**src/rtl/scroll_controller.sv**
```systemverilog
// scroll_controller: per-frame scroll offset generator for the playfield.
// Offsets advance only on frame_tick while in RUN; an absolute position can
// be loaded over the cmd valid/ready port while IDLE.
// Optional feature: define SCROLL_ACCEL_EN to build the speed ramp
// (accel counter + saturating speed increment). Without it speed stays at
// START_SPEED for the whole of RUN.
module scroll_controller #(
    parameter int HWIDTH       = 12,
    parameter int VWIDTH       = 12,
    parameter int HWRAP        = 640,
    parameter int VWRAP        = 480,
    parameter int SWIDTH       = 4,
    parameter int START_SPEED  = 1,
    parameter int MAX_SPEED    = 8,
    parameter int ACCEL_FRAMES = 60
) (
    input  logic                     clk,
    input  logic                     rst,
    input  logic                     frame_tick,
    input  logic                     run,
    input  logic signed [SWIDTH-1:0] hstep,
    input  logic                     cmd_valid,
    output logic                     cmd_ready,
    input  logic        [HWIDTH-1:0] cmd_hoffset,
    input  logic        [VWIDTH-1:0] cmd_voffset,
    output logic signed [HWIDTH-1:0] hoffset,
    output logic signed [VWIDTH-1:0] voffset,
    output logic        [SWIDTH-1:0] speed,
    output logic        [15:0]       frame_count
);

    typedef enum logic {IDLE, RUN} state_t;

    // Wrap limits carried one bit wider so sums can be range-checked
    // without losing the carry/borrow.
    localparam logic signed [HWIDTH:0] HWRAP_X = (HWIDTH+1)'(HWRAP);
    localparam logic signed [VWIDTH:0] VWRAP_X = (VWIDTH+1)'(VWRAP);
    localparam logic [SWIDTH-1:0]      START_S = SWIDTH'(START_SPEED);

    state_t state, state_nxt;

    logic signed [HWIDTH:0] h_sum, h_next, cmd_h_x, cmd_h_next;
    logic signed [VWIDTH:0] v_sum, v_next, cmd_v_x, cmd_v_next;
    logic                   advance;

`ifdef SCROLL_ACCEL_EN
    localparam int ACW = (ACCEL_FRAMES > 1) ? $clog2(ACCEL_FRAMES) : 1;
    localparam logic [SWIDTH-1:0] MAX_S = SWIDTH'(MAX_SPEED);

    logic [ACW-1:0]    accel_cnt;
    logic              accel_wrap;
    logic [SWIDTH-1:0] speed_up;

    // Ramp step: wrap detection on the pre-increment count, saturating speed.
    always_comb begin
        accel_wrap = (accel_cnt == ACW'(ACCEL_FRAMES - 1));
        speed_up   = (speed >= MAX_S) ? MAX_S : speed + 1'b1;
    end

    // Accel counter: cleared on RUN entry, counts RUN frames, clears on wrap.
    always_ff @(posedge clk or posedge rst) begin
        if (rst)
            accel_cnt <= '0;
        else if (state == IDLE && run)
            accel_cnt <= '0;
        else if (advance)
            accel_cnt <= accel_wrap ? '0 : accel_cnt + 1'b1;
    end
`endif

    // State register.
    always_ff @(posedge clk or posedge rst) begin
        if (rst) state <= IDLE;
        else     state <= state_nxt;
    end

    // Next state and command handshake; ready drops as soon as rst rises.
    always_comb begin
        state_nxt = state;
        cmd_ready = 1'b0;
        case (state)
            IDLE: begin
                cmd_ready = !rst;
                if (run) state_nxt = RUN;
            end
            RUN: begin
                if (!run) state_nxt = IDLE;
            end
            default: state_nxt = IDLE;
        endcase
    end

    // Offset arithmetic: one conditional correction each way keeps results
    // in [0, WRAP) given in-range offsets and |hstep| < HWRAP.
    always_comb begin
        h_sum = {hoffset[HWIDTH-1], hoffset}
              + {{(HWIDTH+1-SWIDTH){hstep[SWIDTH-1]}}, hstep};
        if (h_sum < 0)             h_next = h_sum + HWRAP_X;
        else if (h_sum >= HWRAP_X) h_next = h_sum - HWRAP_X;
        else                       h_next = h_sum;

        v_sum = {voffset[VWIDTH-1], voffset}
              + {{(VWIDTH+1-SWIDTH){1'b0}}, speed};
        v_next = (v_sum >= VWRAP_X) ? v_sum - VWRAP_X : v_sum;

        cmd_h_x    = {1'b0, cmd_hoffset};
        cmd_h_next = (cmd_h_x >= HWRAP_X) ? cmd_h_x - HWRAP_X : cmd_h_x;
        cmd_v_x    = {1'b0, cmd_voffset};
        cmd_v_next = (cmd_v_x >= VWRAP_X) ? cmd_v_x - VWRAP_X : cmd_v_x;

        // Stop takes priority over a coincident tick.
        advance = (state == RUN) && run && frame_tick;
    end

    // Offsets, speed and frame counter.
    always_ff @(posedge clk or posedge rst) begin
        if (rst) begin
            hoffset     <= '0;
            voffset     <= '0;
            speed       <= '0;
            frame_count <= '0;
        end else begin
            case (state)
                IDLE: begin
                    if (cmd_valid && cmd_ready) begin
                        hoffset <= cmd_h_next[HWIDTH-1:0];
                        voffset <= cmd_v_next[VWIDTH-1:0];
                    end
                    if (run) speed <= START_S;
                end
                RUN: begin
                    if (!run) begin
                        speed <= '0;
                    end else if (advance) begin
                        hoffset     <= h_next[HWIDTH-1:0];
                        voffset     <= v_next[VWIDTH-1:0];
                        frame_count <= frame_count + 16'd1;
`ifdef SCROLL_ACCEL_EN
                        if (accel_wrap) speed <= speed_up;
`endif
                    end
                end
                default: ;
            endcase
        end
    end

endmodule
```
**config.mk**
```make
export PLATFORM = sky130hd
export DESIGN_NAME = scroll_controller
export DESIGN_NICKNAME = d
export VERILOG_FILES = /design/src/rtl/scroll_controller.sv
export SDC_FILE = /design/constraint.sdc
export NUM_CORES = 1
export LEC_CHECK = 0
export CORE_MARGIN = 5
export CORE_UTILIZATION = 37
export DETAILED_ROUTE_END_ITERATION = 8
export PLACE_DENSITY = 0.63
export REMOVE_ABC_BUFFERS = 1
export SLEW_MARGIN = 20
export SYNTH_ARGS = -nofsm -noshare
export SYNTH_HDL_FRONTEND = slang
export SYNTH_SLANG_ARGS = --single-unit
```
**constraint.sdc**
```tcl
create_clock -name clk -period 3.3 [get_ports clk]
set_clock_uncertainty 0.05 [all_clocks]
set_input_delay 0.495 -clock clk [delete_from_list [all_inputs] [get_ports clk]]
set_output_delay 0.495 -clock clk [all_outputs]
set_load 0.1 [all_outputs]
```
==> flow_summary.json, run 1 <==
{
  "status": "finished clean",
  "grtUsageMet3_pct": 2.59,
  "tns_ps": 0,
  "drc": 0,
  "synth_common_cells": "42 x dfrtp_1, 40 x nand2_1, 38 x o21ai_0",
  "max_clock_freq_mhz": 322,
  "layout_min_cycle_time_ps": 3100,
  "syn-cell-area_um2": 3860,
  "synth_flop_cell": "dfrtp_1",
  "htreeDepth": 2,
  "wl_mm": 11.1,
  "area_growth_syn_to_layout_pct": 32.8,
  "grt_pass1_vias": 3908,
  "dp_hpwl_mm": 8.63,
  "io_pins": 78,
  "syn_inst": 470,
  "core_um2": 10300,
  "post_cts_buffers": 0,
  "max_cap_viol_count": 0,
  "power_per_cell_area_nw_per_um2": 952,
  "start_util_pct": 37.6,
  "hold_violations": 0,
  "grt_pass1_wl_mm": 18.7,
  "rsz0062_at_grt": "false",
  "grt.overflow.total": 0,
  "num_antenna_cells": 0,
  "clock_latency_ps": 290,
  "drv_slew": 0,
  "arrival_ps": 3270,
  "grt_max_degree": 40,
  "synth-async-reset-ratio_pct": 100,
  "start_kind": "input port",
  "cp-end-kind": "flop",
  "finalNetCount": 641,
  "sw_frac_of_total_pct": 55.3,
  "vdd_drop_max_mv": 0.559,
  "clkPwrFrac_pct": 8.6,
  "ys_types": 70,
  "io_buffer_count": 74,
  "switchingPower_uw": 2700,
  "first_pass_iters": 4,
  "setup_violations": 0,
  "clk_pin_slew_worst_paths_ps": 90,
  "cts_buffer_depth": 2,
  "ys_warn_count": 0,
  "drtAntennaViolNets": 0,
  "clock_sinks": 42,
  "whs_ps": 435,
  "wire_per_inst_um": 15.4,
  "place_ws_ps": -385,
  "yosysSeqAreaShare_pct": 27.2,
  "numCtsBuffers": 5,
  "power.internal_uw": 2180,
  "synth.most_common_cell": "dfrtp_1",
  "timing.final.crit_share_pct": 94.0,
  "drtIter0Drc": 157,
  "max_slew_margin_pct": 34.9,
  "p_leak_uw": 0.00225,
  "cts_tree": "done",
  "avgSynthCellArea_um2": 8.22,
  "die_w_um": 112,
  "crit_type": "input port to flop",
  "rows": 37,
  "nFillCells": 1022,
  "grt_usage_pct": 17.5,
  "tightest_slew_ps": 974,
  "ys_ff_latch": 42,
  "combinationalPowerShare_pct": 73.2,
  "synth_largest_area_cell": "dfrtp_1",
  "grt.busiest_layer": "met2",
  "use_met1_pct": 22.7,
  "crit_required_ps": 3470,
  "route.vias.total": 3992,
  "use_met2_pct": 30.6,
  "antenna_found_initial": 0,
  "gp_congestion": 0.889,
  "total_power_uw": 4890,
  "hold_class": "flop to flop",
  "dieArea_um2": 12600,
  "seqPwrFrac_pct": 18.2,
  "cp_max_fo": 7,
  "synth_edf_count": 0,
  "drive_above_1_share_pct": 21.9,
  "clockRootBuffer": "clkbuf_8",
  "die_h_um": 112,
  "via_per_inst": 5.54,
  "fin_ws_ps": 198,
  "synth_top_area_share_pct": 27.2,
  "yosys-top-cells-area": "dfrtp_1 27%, ha_1 7.4%, o21ai_0 4.9%"
}
## cell families after synthesis
kind of cell | count (synthesis) | synth area share [%]
XOR/XNOR | 31 | 7.58
AND/OR/NAND/NOR | 170 | 23.6
multiplexers | 12 | 3.14
other | 1 | 0.0970
flip-flops | 42 | 27.2
buffers and inverters | 41 | 5.21
AO/OA/AOI/OAI | 149 | 25.2
adder cells (fa/ha/maj) | 24 | 7.96
## worst max-delay path: stages
cell,delay (ps)
clkdlybuf4s50_1,410
ha_1,230
fa_2,370
a211oi_2,280
o21ai_0,200
a21oi_1,180
o221ai_1,150
o21bai_1,290
or4_1,520
a31oi_1,150
## power groups by stage
stage	registers, uW	clock network, uW	logic, uW
6_report	887	422	3580
5_1_grt	916	455	3840
4_1_cts	886	437	3520
3_5_place_dp	894	0	3470
3_3_place_gp	888	0	3440
2_1_floorplan	1840	0	1410
## sequential cells by signal, indices dropped and copies added, names as in the netlist
name,cells
frame_count,16
hoffset,12
voffset,12
speed,1
state,1
## repair_timing
action | 4_1_cts | 5_1_grt
endpoints found under the setup margin | 4 | 11
hold buffers | 0 | 0
resized for setup | 3 | 12
pin swaps | 0 | 2
## final timing paths
kind,slack (ps),from,cells past startpoint,to
min,440,frame_count[15]$_DFFE_PP0P_,1,frame_count[15]$_DFFE_PP0P_
max in group asynchronous,1890,rst,3,frame_count[2]$_DFFE_PP0P_
max,200,hstep[0],10,hoffset[11]$_DFFE_PP0P_
min reg2reg,440,frame_count[15]$_DFFE_PP0P_,1,frame_count[15]$_DFFE_PP0P_
max reg2reg,290,speed[0]$_DFFE_PP0P_,9,voffset[9]$_DFFE_PP0P_
min in group asynchronous,690,rst,2,voffset[11]$_DFFE_PP0P_
## stage by stage
stage / instance area, um^2 / util, % / instances
detailed placement: 4970 / 48.4 / 713
global route: 5130 / 49.9 / 721
floorplan: 3740 / - / 449
CTS: 5090 / 49.5 / 721
finish: 5130 / 49.9 / 721
global placement: 4970 / 48.4 / 713
## metal layers
| metal | wire length (um) | part of all wire [%] | up-vias |
|---|---|---|---|
| li1 | - | - | 1977 |
| met1 | 5020 | 45 | 1903 |
| met2 | 5500 | 50 | 100 |
| met3 | 436 | 3.9 | 12 |
| met4 | 140 | 1.3 | 0 |
| met5 | 0 | 0 | - |
## final cells by class
class                      instances  area, um^2  area share, %
multi-input combinational        389        2670           52.1
inverter                          18        67.6           1.32
tap                              136         170           3.32
timing repair buffer             128        1060           20.7
clock buffer                       6        72.6           1.41
clock inverter                     2        37.5          0.731
sequential                        42        1050           20.5
## placed cells by master, fill, tap and decap left out, types with 4 or more instances in the layout
master           count
xor2_1              10
clkbuf_8             5
o21ai_0             37
nand4_1              8
a21oi_1             36
o21a_1               5
nor2b_1              5
and2_1               7
or4_1                6
inv_1               17
nand2_1             40
nand3_1             21
ha_1                20
o211ai_1             9
nand2b_1             5
mux2i_1             11
a21o_1               8
xnor2_1             19
clkdlybuf4s50_1     34
nor4_1               5
and3_1               4
o221ai_1             5
nor3_1              14
nor2_1              31
or2_2                5
a211oi_1             6
buf_4               92
dfrtp_1             42
a31oi_1              7
Power figures use the tool's default switching activity.
==> run 2: changes to the inputs <==
CAP_MARGIN = 10   (was unset)
CTS_CLUSTER_DIAMETER = 60   (was unset)
RECOVER_POWER = 100   (was unset)
==> flow_summary.json, run 2 (same netlist as run 1, synthesis figures left out) <==
{
  "die_w_um": 112,
  "wire_per_inst_um": 15.3,
  "power.internal_uw": 2060,
  "die_h_um": 112,
  "via_per_inst": 5.53,
  "drtIter0Drc": 194,
  "hold_violations": 0,
  "antenna_found_initial": 0,
  "drv_slew": 0,
  "num_antenna_cells": 0,
  "core_um2": 10300,
  "cp-end-kind": "flop",
  "grt_pass1_wl_mm": 18.7,
  "arrival_ps": 3280,
  "max_cap_viol_count": 0,
  "grt_max_degree": 40,
  "nFillCells": 1056,
  "wl_mm": 11.1,
  "numCtsBuffers": 5,
  "path_cells": "clkdlybuf4s50_1 > ha_1 > a21oi_1 > or2_0 > a221oi_2 > or2_2 > inv_1 > ha_4 > o21a_1 > a211oi_4 > or4_1 > nand3_1",
  "power_per_cell_area_nw_per_um2": 959,
  "crit_required_ps": 3490,
  "status": "finished clean",
  "drc": 0,
  "first_pass_iters": 5,
  "io_buffer_count": 74,
  "top_register": "frame_count",
  "grt.overflow.total": 0,
  "grt_pass1_vias": 3908,
  "crit_slowest_cell": "clkdlybuf4s50_1",
  "tightest_slew_ps": 1230,
  "fin_area_um2": 4960,
  "drive_above_1_share_pct": 14.4,
  "clkPwrFrac_pct": 8.9,
  "multiInputGateArea_um2": 2670,
  "layout_commonest_cell": "buf_4",
  "start_util_pct": 37.6,
  "gp_congestion": 0.889,
  "hold_class": "flop to flop",
  "rows": 37,
  "largest_register_ff_count": 16,
  "dp_hpwl_mm": 8.63,
  "clockRootBuffer": "clkbuf_8",
  "seqPwrFrac_pct": 18.5,
  "dieArea_um2": 12600,
  "switchingPower_uw": 2700,
  "largestRegisters": "frame_count (16), hoffset (12), voffset (12)",
  "grt_usage_pct": 17.5,
  "drtAntennaViolNets": 0,
  "clock_latency_ps": 290,
  "cp_max_fo": 5,
  "post_cts_buffers": 0,
  "vdd_drop_max_mv": 0.542,
  "htreeDepth": 2,
  "max_clock_freq_mhz": 323,
  "placed_area_um2": 4970,
  "max_slew_margin_pct": 18.2,
  "route.vias.total": 3990,
  "cts_tree": "done",
  "start_kind": "input port",
  "whs_ps": 434,
  "io_pins": 78,
  "p_leak_uw": 0.00209,
  "cpPeakStageDelay_ps": 480,
  "regArea_um2": 1050,
  "area_growth_syn_to_layout_pct": 28.2,
  "sw_frac_of_total_pct": 56.7,
  "rsz0062_at_grt": "false",
  "holdBufCountCts": 0,
  "layout_common_cells": "50 x buf_4, 44 x clkbuf_1, 42 x dfrtp_1",
  "clk_pin_slew_worst_paths_ps": 90,
  "timing.final.crit_share_pct": 93.9,
  "crit_type": "input port to flop",
  "cts_buffer_depth": 2,
  "layout_min_cycle_time_ps": 3100,
  "setup_violations": 0,
  "total_power_uw": 4760,
  "finalNetCount": 641,
  "clock_sinks": 42,
  "combinationalPowerShare_pct": 72.6
}
-- run 2: cell type report --
cell class | instances | area share, %
Inverter | 18 | 1.36
Tap cell | 136 | 3.43
Sequential cell | 42 | 21.2
Multi-Input combinational cell | 389 | 53.9
Clock inverter | 2 | 0.757
Clock buffer | 6 | 1.46
Timing Repair Buffer | 128 | 17.9
-- run 2: routing by layer --
layer	routed length, um	part of all wire (%)	global-route usage [%]
met3	426	3.9	2.59
met5	0	0	0
met1	5010	45	22.7
met4	155	1.4	3.85
met2	5470	49	30.6
-- run 2: worst paths after layout --
kind                                             start                          end  slack (ps)  cells past startpoint
min in group asynchronous                          rst              state$_DFF_PP0_         790                      2
setup / recovery                              hstep[1]       hoffset[8]$_DFFE_PP0P_         200                     12
hold reg to reg            frame_count[15]$_DFFE_PP0P_  frame_count[15]$_DFFE_PP0P_         430                      1
hold / removal             frame_count[15]$_DFFE_PP0P_  frame_count[15]$_DFFE_PP0P_         430                      1
setup reg to reg                  speed[0]$_DFFE_PP0P_       voffset[9]$_DFFE_PP0P_         270                      9
max in group asynchronous                          rst   frame_count[2]$_DFFE_PP0P_         810                      3
-- run 2: power by group through the flow --
stage,sequential [uW],combinational (uW),clock (uW)
2_1_floorplan,1840,1410,0
3_3_place_gp,888,3440,0
3_5_place_dp,894,3470,0
4_1_cts,886,3520,437
5_1_grt,912,3720,455
6_report,881,3450,422
-- run 2: repair_timing --
item	in CTS	in global routing
gates cloned	0	0
endpoints found under the hold margin	0	0
pin swaps	0	2
endpoints found under the setup margin	4	11
resized for setup	3	12
-- run 2: through the flow --
stage | utilization (%) | instances | setup WS, ps | TNS, ps
after CTS | 49.5 | 721 | 0.466 | 0
after detailed placement | 48.4 | 713 | -385 | -1710
after global placement | 48.4 | 713 | -237 | -1010
after floorplan | - | 449 | -280 | -1870
after global routing | 48.2 | 721 | 1.15 | 0
final | 48.2 | 721 | 201 | 0
-- run 2: worst max-delay path: cells and delay by family --
kind / cells / cell delay, ps
AND/OR/NAND/NOR: 4 / 1090
buffers and inverters: 2 / 600
adder cells (fa/ha/maj): 2 / 520
AO/OA/AOI/OAI: 4 / 570
